$ cat src/rtl/spi_xip_ctrl_if.sv
// Bus bundles for the XIP controller: the upstream APB port and the
// register port of the SPI master core.

interface xip_apb_if;
  logic [31:0] in_paddr;
  logic        in_psel;
  logic        in_penable;
  logic        in_pwrite;
  logic [31:0] in_pwdata;
  logic [3:0]  in_pstrb;
  logic        in_pready;
  logic [31:0] in_prdata;
  logic        in_pslverr;

  modport master (
    output in_paddr, in_psel, in_penable, in_pwrite, in_pwdata, in_pstrb,
    input  in_pready, in_prdata, in_pslverr
  );

  modport slave (
    input  in_paddr, in_psel, in_penable, in_pwrite, in_pwdata, in_pstrb,
    output in_pready, in_prdata, in_pslverr
  );
endinterface

interface xip_reg_if;
  logic [4:0]  m_adr;
  logic [31:0] m_dat_o;
  logic [3:0]  m_sel;
  logic        m_we;
  logic        m_stb;
  logic        m_cyc;
  logic [31:0] m_dat_i;
  logic        m_ack;
  logic        m_err;
  logic        m_int;

  modport master (
    output m_adr, m_dat_o, m_sel, m_we, m_stb, m_cyc,
    input  m_dat_i, m_ack, m_err, m_int
  );

  modport slave (
    input  m_adr, m_dat_o, m_sel, m_we, m_stb, m_cyc,
    output m_dat_i, m_ack, m_err, m_int
  );
endinterface

$ cat src/rtl/spi_xip_ctrl.sv
// APB front-end that passes register accesses through to an SPI master core
// and turns reads of the flash window into SPI read (0x03) sequences.
//
// state   | meaning
// IDLE    | waiting for an APB setup phase
// HIT     | respond from the read buffer
// WERR    | respond with error to a flash write
// PASS    | one register access forwarded to the SPI core
// DIV     | write clock divider
// SS      | write slave select
// TX      | write read command and address
// CTRL    | start the transfer
// WAIT    | wait for the transfer-done interrupt, with timeout
// RX      | read received word, respond, fill buffer

module spi_xip_ctrl #(
  parameter logic [31:0] FLASH_BASE = 32'h3000_0000,
  parameter logic [31:0] FLASH_END  = 32'h3fff_ffff,
  parameter logic [31:0] CLK_DIV    = 32'h1,
  parameter logic [31:0] SS_MASK    = 32'h1,
  parameter logic [31:0] CTRL_VAL   = 32'h3540,
  parameter logic [15:0] TIMEOUT    = 16'd4096
) (
  input  logic      clock,
  input  logic      reset,
  xip_apb_if.slave  apb,
  xip_reg_if.master spi,
  output logic      spi_irq_out
);

  typedef enum logic [3:0] {
    ST_IDLE,
    ST_HIT,
    ST_WERR,
    ST_PASS,
    ST_DIV,
    ST_SS,
    ST_TX,
    ST_CTRL,
    ST_WAIT,
    ST_RX
  } state_t;

  state_t      state;
  state_t      state_next;
  logic        acc;
  logic        acc_next;
  logic [15:0] wait_cnt;
  logic [15:0] wait_next;

  logic [4:0]  req_adr;
  logic [21:0] req_tag;
  logic [31:0] req_wdata;
  logic        req_write;
  logic [3:0]  req_strb;
  logic        req_load;

  logic        buf_valid;
  logic [21:0] buf_tag;
  logic [31:0] buf_data;
  logic        buf_fill;
  logic        buf_clear;

  logic        decode;
  logic        in_flash;
  logic        buf_hit;
  logic        xip_active;
  logic [31:0] rx_swap;

  logic        pready;
  logic [31:0] prdata;
  logic        pslverr;
  logic [4:0]  adr;
  logic [31:0] dat_o;
  logic [3:0]  sel;
  logic        we;
  logic        stb;
  logic        cyc;

  assign decode   = apb.in_psel && !apb.in_penable;
  assign in_flash = (apb.in_paddr >= FLASH_BASE) && (apb.in_paddr <= FLASH_END);
  assign buf_hit  = buf_valid && (buf_tag == apb.in_paddr[23:2]);
  assign rx_swap  = {spi.m_dat_i[7:0], spi.m_dat_i[15:8],
                     spi.m_dat_i[23:16], spi.m_dat_i[31:24]};

  assign xip_active = (state == ST_DIV) || (state == ST_SS) || (state == ST_TX) ||
                      (state == ST_CTRL) || (state == ST_WAIT) || (state == ST_RX);

  // The CPU must not see the SPI-done interrupt that belongs to a flash fetch.
  assign spi_irq_out = spi.m_int && !xip_active && !reset;

  always_ff @(posedge clock or posedge reset) begin
    if (reset) begin
      state    <= ST_IDLE;
      acc      <= 1'b0;
      wait_cnt <= 16'd0;
    end else begin
      state    <= state_next;
      acc      <= acc_next;
      wait_cnt <= wait_next;
    end
  end

  always_ff @(posedge clock or posedge reset) begin
    if (reset) begin
      req_adr   <= 5'd0;
      req_tag   <= 22'd0;
      req_wdata <= 32'd0;
      req_write <= 1'b0;
      req_strb  <= 4'd0;
    end else if (req_load) begin
      req_adr   <= apb.in_paddr[4:0];
      req_tag   <= apb.in_paddr[23:2];
      req_wdata <= apb.in_pwdata;
      req_write <= apb.in_pwrite;
      req_strb  <= apb.in_pstrb;
    end
  end

  // A pass-through write may retarget the SPI core, so it invalidates the buffer.
  always_ff @(posedge clock or posedge reset) begin
    if (reset) begin
      buf_valid <= 1'b0;
      buf_tag   <= 22'd0;
      buf_data  <= 32'd0;
    end else if (buf_clear) begin
      buf_valid <= 1'b0;
    end else if (buf_fill) begin
      buf_valid <= 1'b1;
      buf_tag   <= req_tag;
      buf_data  <= rx_swap;
    end
  end

  always_comb begin
    state_next = state;
    acc_next   = acc;
    wait_next  = wait_cnt;
    req_load   = 1'b0;
    buf_fill   = 1'b0;
    buf_clear  = 1'b0;
    pready     = 1'b0;
    prdata     = 32'd0;
    pslverr    = 1'b0;
    adr        = 5'd0;
    dat_o      = 32'd0;
    sel        = 4'd0;
    we         = 1'b0;
    stb        = 1'b0;
    cyc        = 1'b0;

    case (state)
      ST_IDLE: begin
        acc_next  = 1'b0;
        wait_next = 16'd0;
        if (decode) begin
          req_load = 1'b1;
          if (!in_flash)            state_next = ST_PASS;
          else if (apb.in_pwrite)   state_next = ST_WERR;
          else if (buf_hit)         state_next = ST_HIT;
          else                      state_next = ST_DIV;
        end
      end

      ST_HIT: begin
        pready     = 1'b1;
        prdata     = buf_data;
        state_next = ST_IDLE;
      end

      ST_WERR: begin
        pready     = 1'b1;
        pslverr    = 1'b1;
        state_next = ST_IDLE;
      end

      ST_WAIT: begin
        if (spi.m_int) begin
          state_next = ST_RX;
          acc_next   = 1'b0;
          wait_next  = 16'd0;
        end else if (wait_cnt == TIMEOUT - 16'd1) begin
          pready     = 1'b1;
          pslverr    = 1'b1;
          state_next = ST_IDLE;
          wait_next  = 16'd0;
        end else begin
          wait_next = wait_cnt + 16'd1;
        end
      end

      default: begin
        stb = 1'b1;
        cyc = acc;
        sel = 4'hf;
        case (state)
          ST_PASS: begin
            adr   = req_adr;
            dat_o = req_wdata;
            we    = req_write;
            sel   = req_strb;
          end
          ST_DIV:  begin adr = 5'h14; dat_o = CLK_DIV;  we = 1'b1; end
          ST_SS:   begin adr = 5'h18; dat_o = SS_MASK;  we = 1'b1; end
          ST_TX:   begin adr = 5'h04; dat_o = {8'h03, req_tag, 2'b00}; we = 1'b1; end
          ST_CTRL: begin adr = 5'h10; dat_o = CTRL_VAL; we = 1'b1; end
          default: begin adr = 5'h00; end
        endcase

        if (!acc) begin
          acc_next = 1'b1;
        end else if (spi.m_ack) begin
          acc_next = 1'b0;
          if (state == ST_PASS) begin
            pready     = 1'b1;
            prdata     = spi.m_dat_i;
            pslverr    = spi.m_err;
            buf_clear  = req_write;
            state_next = ST_IDLE;
          end else if (spi.m_err) begin
            pready     = 1'b1;
            pslverr    = 1'b1;
            state_next = ST_IDLE;
          end else begin
            case (state)
              ST_DIV:  state_next = ST_SS;
              ST_SS:   state_next = ST_TX;
              ST_TX:   state_next = ST_CTRL;
              ST_CTRL: begin
                state_next = ST_WAIT;
                wait_next  = 16'd0;
              end
              default: begin
                pready     = 1'b1;
                prdata     = rx_swap;
                buf_fill   = 1'b1;
                state_next = ST_IDLE;
              end
            endcase
          end
        end
      end
    endcase
  end

  assign apb.in_pready  = pready;
  assign apb.in_prdata  = prdata;
  assign apb.in_pslverr = pslverr;
  assign spi.m_adr      = adr;
  assign spi.m_dat_o    = dat_o;
  assign spi.m_sel      = sel;
  assign spi.m_we       = we;
  assign spi.m_stb      = stb;
  assign spi.m_cyc      = cyc;

endmodule

$ cat src/flat_wrapper.sv
// flat-port wrapper written by rule: the top's interface ports become plain ports
module spi_xip_ctrl_flat 
#(
  parameter logic [31:0] FLASH_BASE = 32'h3000_0000,
  parameter logic [31:0] FLASH_END  = 32'h3fff_ffff,
  parameter logic [31:0] CLK_DIV    = 32'h1,
  parameter logic [31:0] SS_MASK    = 32'h1,
  parameter logic [31:0] CTRL_VAL   = 32'h3540,
  parameter logic [15:0] TIMEOUT    = 16'd4096
)
  (clock, reset, spi_irq_out, apb_in_paddr, apb_in_psel, apb_in_penable, apb_in_pwrite, apb_in_pwdata, apb_in_pstrb, apb_in_pready, apb_in_prdata, apb_in_pslverr, spi_m_adr, spi_m_dat_o, spi_m_sel, spi_m_we, spi_m_stb, spi_m_cyc, spi_m_dat_i, spi_m_ack, spi_m_err, spi_m_int);
  xip_apb_if apb_i ();
  xip_reg_if spi_i ();
  input  logic clock;
  input  logic reset;
  output logic spi_irq_out;
  input wire logic [$bits(apb_i.in_paddr)-1:0] apb_in_paddr;
  input wire logic [$bits(apb_i.in_psel)-1:0] apb_in_psel;
  input wire logic [$bits(apb_i.in_penable)-1:0] apb_in_penable;
  input wire logic [$bits(apb_i.in_pwrite)-1:0] apb_in_pwrite;
  input wire logic [$bits(apb_i.in_pwdata)-1:0] apb_in_pwdata;
  input wire logic [$bits(apb_i.in_pstrb)-1:0] apb_in_pstrb;
  output wire logic [$bits(apb_i.in_pready)-1:0] apb_in_pready;
  output wire logic [$bits(apb_i.in_prdata)-1:0] apb_in_prdata;
  output wire logic [$bits(apb_i.in_pslverr)-1:0] apb_in_pslverr;
  output wire logic [$bits(spi_i.m_adr)-1:0] spi_m_adr;
  output wire logic [$bits(spi_i.m_dat_o)-1:0] spi_m_dat_o;
  output wire logic [$bits(spi_i.m_sel)-1:0] spi_m_sel;
  output wire logic [$bits(spi_i.m_we)-1:0] spi_m_we;
  output wire logic [$bits(spi_i.m_stb)-1:0] spi_m_stb;
  output wire logic [$bits(spi_i.m_cyc)-1:0] spi_m_cyc;
  input wire logic [$bits(spi_i.m_dat_i)-1:0] spi_m_dat_i;
  input wire logic [$bits(spi_i.m_ack)-1:0] spi_m_ack;
  input wire logic [$bits(spi_i.m_err)-1:0] spi_m_err;
  input wire logic [$bits(spi_i.m_int)-1:0] spi_m_int;
  assign apb_i.in_paddr = apb_in_paddr;
  assign apb_i.in_psel = apb_in_psel;
  assign apb_i.in_penable = apb_in_penable;
  assign apb_i.in_pwrite = apb_in_pwrite;
  assign apb_i.in_pwdata = apb_in_pwdata;
  assign apb_i.in_pstrb = apb_in_pstrb;
  assign apb_in_pready = apb_i.in_pready;
  assign apb_in_prdata = apb_i.in_prdata;
  assign apb_in_pslverr = apb_i.in_pslverr;
  assign spi_m_adr = spi_i.m_adr;
  assign spi_m_dat_o = spi_i.m_dat_o;
  assign spi_m_sel = spi_i.m_sel;
  assign spi_m_we = spi_i.m_we;
  assign spi_m_stb = spi_i.m_stb;
  assign spi_m_cyc = spi_i.m_cyc;
  assign spi_i.m_dat_i = spi_m_dat_i;
  assign spi_i.m_ack = spi_m_ack;
  assign spi_i.m_err = spi_m_err;
  assign spi_i.m_int = spi_m_int;
  spi_xip_ctrl #(.FLASH_BASE(FLASH_BASE), .FLASH_END(FLASH_END), .CLK_DIV(CLK_DIV), .SS_MASK(SS_MASK), .CTRL_VAL(CTRL_VAL), .TIMEOUT(TIMEOUT)) u_core (.clock(clock), .reset(reset), .apb(apb_i), .spi(spi_i), .spi_irq_out(spi_irq_out));
endmodule
$ cat config.mk
export PLATFORM = sky130hd
export DESIGN_NAME = spi_xip_ctrl_flat
export DESIGN_NICKNAME = d
export VERILOG_FILES = /design/src/rtl/spi_xip_ctrl_if.sv /design/src/rtl/spi_xip_ctrl.sv /design/src/flat_wrapper.sv
export SDC_FILE = /design/constraint.sdc
export NUM_CORES = 1
export LEC_CHECK = 0
export BUFFER_PORTS_ARGS = -buffer_cell sky130_fd_sc_hd__buf_4
export CAP_MARGIN = 10
export CORE_ASPECT_RATIO = 1.4
export CORE_MARGIN = 3
export CORE_UTILIZATION = 53
export DETAILED_ROUTE_END_ITERATION = 6
export GPL_TIMING_DRIVEN = 0
export PLACE_DENSITY = 0.91
export SLEW_MARGIN = 10
export SYNTH_ARGS = -nofsm -noshare
export SYNTH_HDL_FRONTEND = slang
export SYNTH_SLANG_ARGS = --single-unit
$ cat constraint.sdc
create_clock -name clock -period 6.54 [get_ports clock]
set_input_delay 1.962 -clock clock [delete_from_list [all_inputs] [get_ports clock]]
set_output_delay 1.962 -clock clock [all_outputs]
set_load 0.03 [all_outputs]
# Word level (Yosys, flattened, before mapping)
# Index checks and enable logic that the tools add are counted.
# totals
out_inout_bits	79
wordCells	128
reg_bits	140
input_bits	108
# op_classes
add_sub_neg	1
n_eq_ne	16
n_bitwise	2
mux	66
reduce_logical	30
order_cmp	2
# ops
op	count
$mux W32	6
$pmux W32 S4	1
$mux W16	7
$pmux W32 S2	1
$pmux W16 S3	1
$mux W4	11
$ge A32 B30 Y1 const B	1
$le A32 B30 Y1 const B	1
$mux W1	30
$pmux W5 S5	1
$eq A22 B22 Y1	1
$add A16 B1 Y16 const B	1
$eq A16 B12 Y1 const B	1
$eq A4 B3 Y1 const B	4
$pmux W4 S4	1
$pmux W4 S3	1
$pmux W1 S3	3
$reduce_bool A3 Y1	3
$eq A4 B2 Y1 const B	2
$eq A4 B4 Y1 const B	2
$reduce_bool A4 Y1	2
$reduce_or A4 Y1	2
$reduce_and A6 Y1	1
$reduce_or A2 Y1	3
other kinds (18)	30

# Longest topological paths before layout
# logic_depth
depth_word	10
depth_mapped	7
depth_no_buf	6

# Least setup slack after synthesis
# OpenSTA, ideal clock, no wires.
# synth_timing
path_kind	input -> output
from	input port spi_m_int
to	output port spi_irq_out
t_arrival_ns	3.553
stages	2
setup_slack_ns	1.025
n_path_buf	0
required_time_ns	4.578
cell_sequence	inv_1 -> a2111oi_0
# synth_via
elab_chain_len	2
# synth_lines
element	line_no	rtl
from (decl)	flat_wrapper.sv:35	input wire logic [$bits(spi_i.m_int)-1:0] spi_m_int;
$logic_and A1 B1 Y1 (2 in series)	spi_xip_ctrl.sv:90	assign spi_irq_out = spi.m_int && !xip_active && !reset;
to (decl)	flat_wrapper.sv:16	output logic spi_irq_out;
# Every way passes these cells.

# Worst setup path in the final report
# layout_timing
from	input port spi_m_ack
to	output port apb_in_prdata[10]
# layout_via
elab_chain_len	3
# layout_lines
element	line_no	rtl
from (decl)	flat_wrapper.sv:33	input wire logic [$bits(spi_i.m_ack)-1:0] spi_m_ack;
$mux W32	spi_xip_ctrl.sv:212	end else if (spi.m_ack) begin
$mux W32	spi_xip_ctrl.sv:210	if (!acc) begin
$pmux W32 S2	spi_xip_ctrl.sv:152	case (state)
to (decl)	flat_wrapper.sv:24	output wire logic [$bits(apb_i.in_prdata)-1:0] apb_in_prdata;
# Every way passes these cells.

==> flow_metrics.env <==
export IMPL_end_kind="output pin"
export IMPL_first_global_vias=6198
export IMPL_worst_r2r_endpoint="u_core.buf_data[2]"
export IMPL_hold_viol=0
export IMPL_grt_overflow=0
export IMPL_cts_tree="built"
export IMPL_required_ns=4.58
export IMPL_grt_max_degree=85
export IMPL_avgSynthCellArea_um2=10.1
export IMPL_skew_ns=0.00934
export IMPL_drt_first_pass_iters=6
export IMPL_synth_edf_count=0
export IMPL_cp_arrival_ns=3.83
export IMPL_whs_endpoint="u_core.buf_valid"
export IMPL_std_cell_rows=49
export IMPL_syn_area_um2=7030
export IMPL_die_area_um2=14700
export IMPL_hpwl_um=14400
export IMPL_r2r_start="u_core.state[2]"
export IMPL_ys_seq_area_share_pct=48.8
export IMPL_clockBufferDepth=2
export IMPL_status="finished clean"
export IMPL_layout_nets=1004
export IMPL_syn_nets=802
export IMPL_ant_nets=0
export IMPL_post_cts_buffers=0
export IMPL_layout_drive_gt1_share_pct=33.0
export IMPL_cts_root_buf="clkbuf_16"
export IMPL_syn_inst=693
export IMPL_clock_sinks=137
export IMPL_ys_ff_latch=137
export IMPL_place_area_um2=8650
export IMPL_wl_per_cell_um=18.3
export IMPL_drt_first_iter_violations=368
export IMPL_core_um2=12900
export IMPL_htreeDepth=4
export IMPL_cts_buffers_inserted=17
export IMPL_finalMaxSlewViolations=0
export IMPL_worstHoldStart="u_core.req_write"
export IMPL_grt_setup_unrepaired="false"
export IMPL_power_density_nw_per_um2=414
export IMPL_die_x_um=103
export IMPL_cap_violations=0
export IMPL_ys_types=52
export IMPL_setup_viol=0
export IMPL_critPathMaxFanout=10
export IMPL_antenna_cells=0
export IMPL_initial_core_util_pct=54.3
export IMPL_insertion_delay_ns=0.43
export IMPL_ctsResizeCount=0
export IMPL_worstMarginPinSlew_ns=0.928
export IMPL_hold_class="reg2reg"
export IMPL_stdcell_area_um2=9200
export IMPL_worstSetupStartpointType="primary input"
export IMPL_min_delay_path_depth=1
export IMPL_routed_wl_um=19900
export IMPL_fin_hold_ws_ns=0.481
export IMPL_total_power_mw=3.81
export IMPL_io_pin_count=187
export IMPL_period_share_pct=88.5
export IMPL_rrSetupSlack_ns=4.28
export IMPL_vias_per_cell=5.63
export IMPL_die_height_um=142
export IMPL_crit_type="in2out"
export IMPL_ys_warn_count=0
export IMPL_ys_async_sr_fraction_pct=100
export IMPL_slew_headroom_pct=37.6
export IMPL_ir_worst_vdd_mv=0.206
export IMPL_gp_congestion=0.869
export IMPL_max_freq_ghz=0.173
export IMPL_area_growth_pct=30.9
export IMPL_synth_top_flop_cell="dfrtp_1"
export IMPL_cts_hold_buf=0
export IMPL_vias=6106
export IMPL_drc_errors=0
export IMPL_port_buffers=182
export IMPL_p_leak_nw=4.86
export IMPL_period_needed_ns=5.79
export IMPL_antenna_found_initial=0
export IMPL_reg2reg_depth=7
export IMPL_grtUsageTotal_pct=27.7
export IMPL_grt_pass1_wl_um=31300
export IMPL_clk_pin_slew_ns=0.06
## per-stage QoR
stage	util, %	TNS [ns]	setup WS, ns	std cells
global route	71.1	0	0.620	1085
CTS	71.1	0	0.709	1085
floorplan	-	0	0.910	693
finish	71.1	0	0.751	1085
detailed placement	66.9	0	0.743	1054
global placement	66.6	-91.95	-0.681	1053
## layer usage
metal  up-vias  GRT usage [%]  share of wire [%]
li1       2794              -                  -
met5         -              0                  0
met1      2988           32.1                 38
met4         0           11.9                3.4
met2       269           47.8                 52
met3        55           7.31                6.8
## how the worst max path moves through the flow
stage                                 endpoint  startpoint
after detailed placement     apb_in_prdata[10]   spi_m_ack
after global placement    u_core.req_wdata[21]       reset
after CTS                    apb_in_prdata[10]   spi_m_ack
final                        apb_in_prdata[10]   spi_m_ack
after global routing         apb_in_prdata[25]   spi_m_ack
after floorplan                     u_core.acc       reset
## cell usage after synthesis (6+ instances only)
master	instances	share of area [%]
a21oi_1	13	0.93
a22o_1	20	2.5
a22oi_1	32	3.4
and2_1	9	0.80
buf_12	6	1.7
buf_2	8	0.57
clkbuf_1	21	1.1
dfrtp_1	137	49
mux2_4	60	13
nand2_1	218	12
nand3_1	12	0.85
nand4_1	9	0.80
nor2_1	29	1.5
nor3_1	9	0.64
o21ai_0	17	1.2
xnor2_1	31	3.9
## cells in the final DEF, fill, tap and decap left out, types with 8 or more instances in the layout
cell / count
a22oi_1: 32
nand4_1: 9
nor3_1: 9
clkbuf_16: 17
mux2_4: 60
clkbuf_1: 22
xnor2_1: 31
a22o_1: 20
a21oi_1: 13
buf_4: 182
buf_2: 8
o21ai_0: 17
nor2_1: 29
nand3_1: 12
and2_1: 9
dfrtp_1: 137
nand2_1: 218
## registers in the layout, indices dropped and copies added, names as in the netlist
signal	count
u_core.req_write	1
u_core.req_tag	22
u_core.state	4
u_core.buf_valid	1
u_core.buf_tag	22
u_core.wait_cnt	16
u_core.req_wdata	32
u_core.acc	1
u_core.req_strb	4
u_core.req_adr	2
u_core.buf_data	32
## worst max-delay path, stage by stage
cell	delay, ns
buf_4	0.09
nand2_1	0.13
nor4b_1	0.30
clkbuf_1	0.43
clkbuf_1	0.50
nand2_1	0.15
nand2_1	0.10
buf_4	0.17
## power by group
| part | internal [mW] | switching [mW] |
|---|---|---|
| logic | 0.734 | 0.863 |
| registers | 1.11 | 0.200 |
| clock network | 0.523 | 0.380 |
| total | 2.37 | 1.44 |
## cell families after synthesis
logic type	count (synthesis)	share of synthesized area [%]
adder cells (fa/ha/maj)	1	0.178
XOR/XNOR	33	4.11
AND/OR/NAND/NOR	319	19.9
buffers and inverters	43	4.04
flip-flops	137	48.8
multiplexers	61	13.0
AO/OA/AOI/OAI	99	9.97
## area by class of cell
type / count / area [µm²]
Clock inverter: 13 / 124
Inverter: 4 / 20.0
Tap cell: 178 / 223
Buffer: 39 / 269
Fill cell: 940 / 3730
Timing Repair Buffer: 183 / 1390
Clock buffer: 18 / 429
Multi-Input combinational cell: 513 / 3320
Sequential cell: 137 / 3430
(Power assumes the default switching activity.)
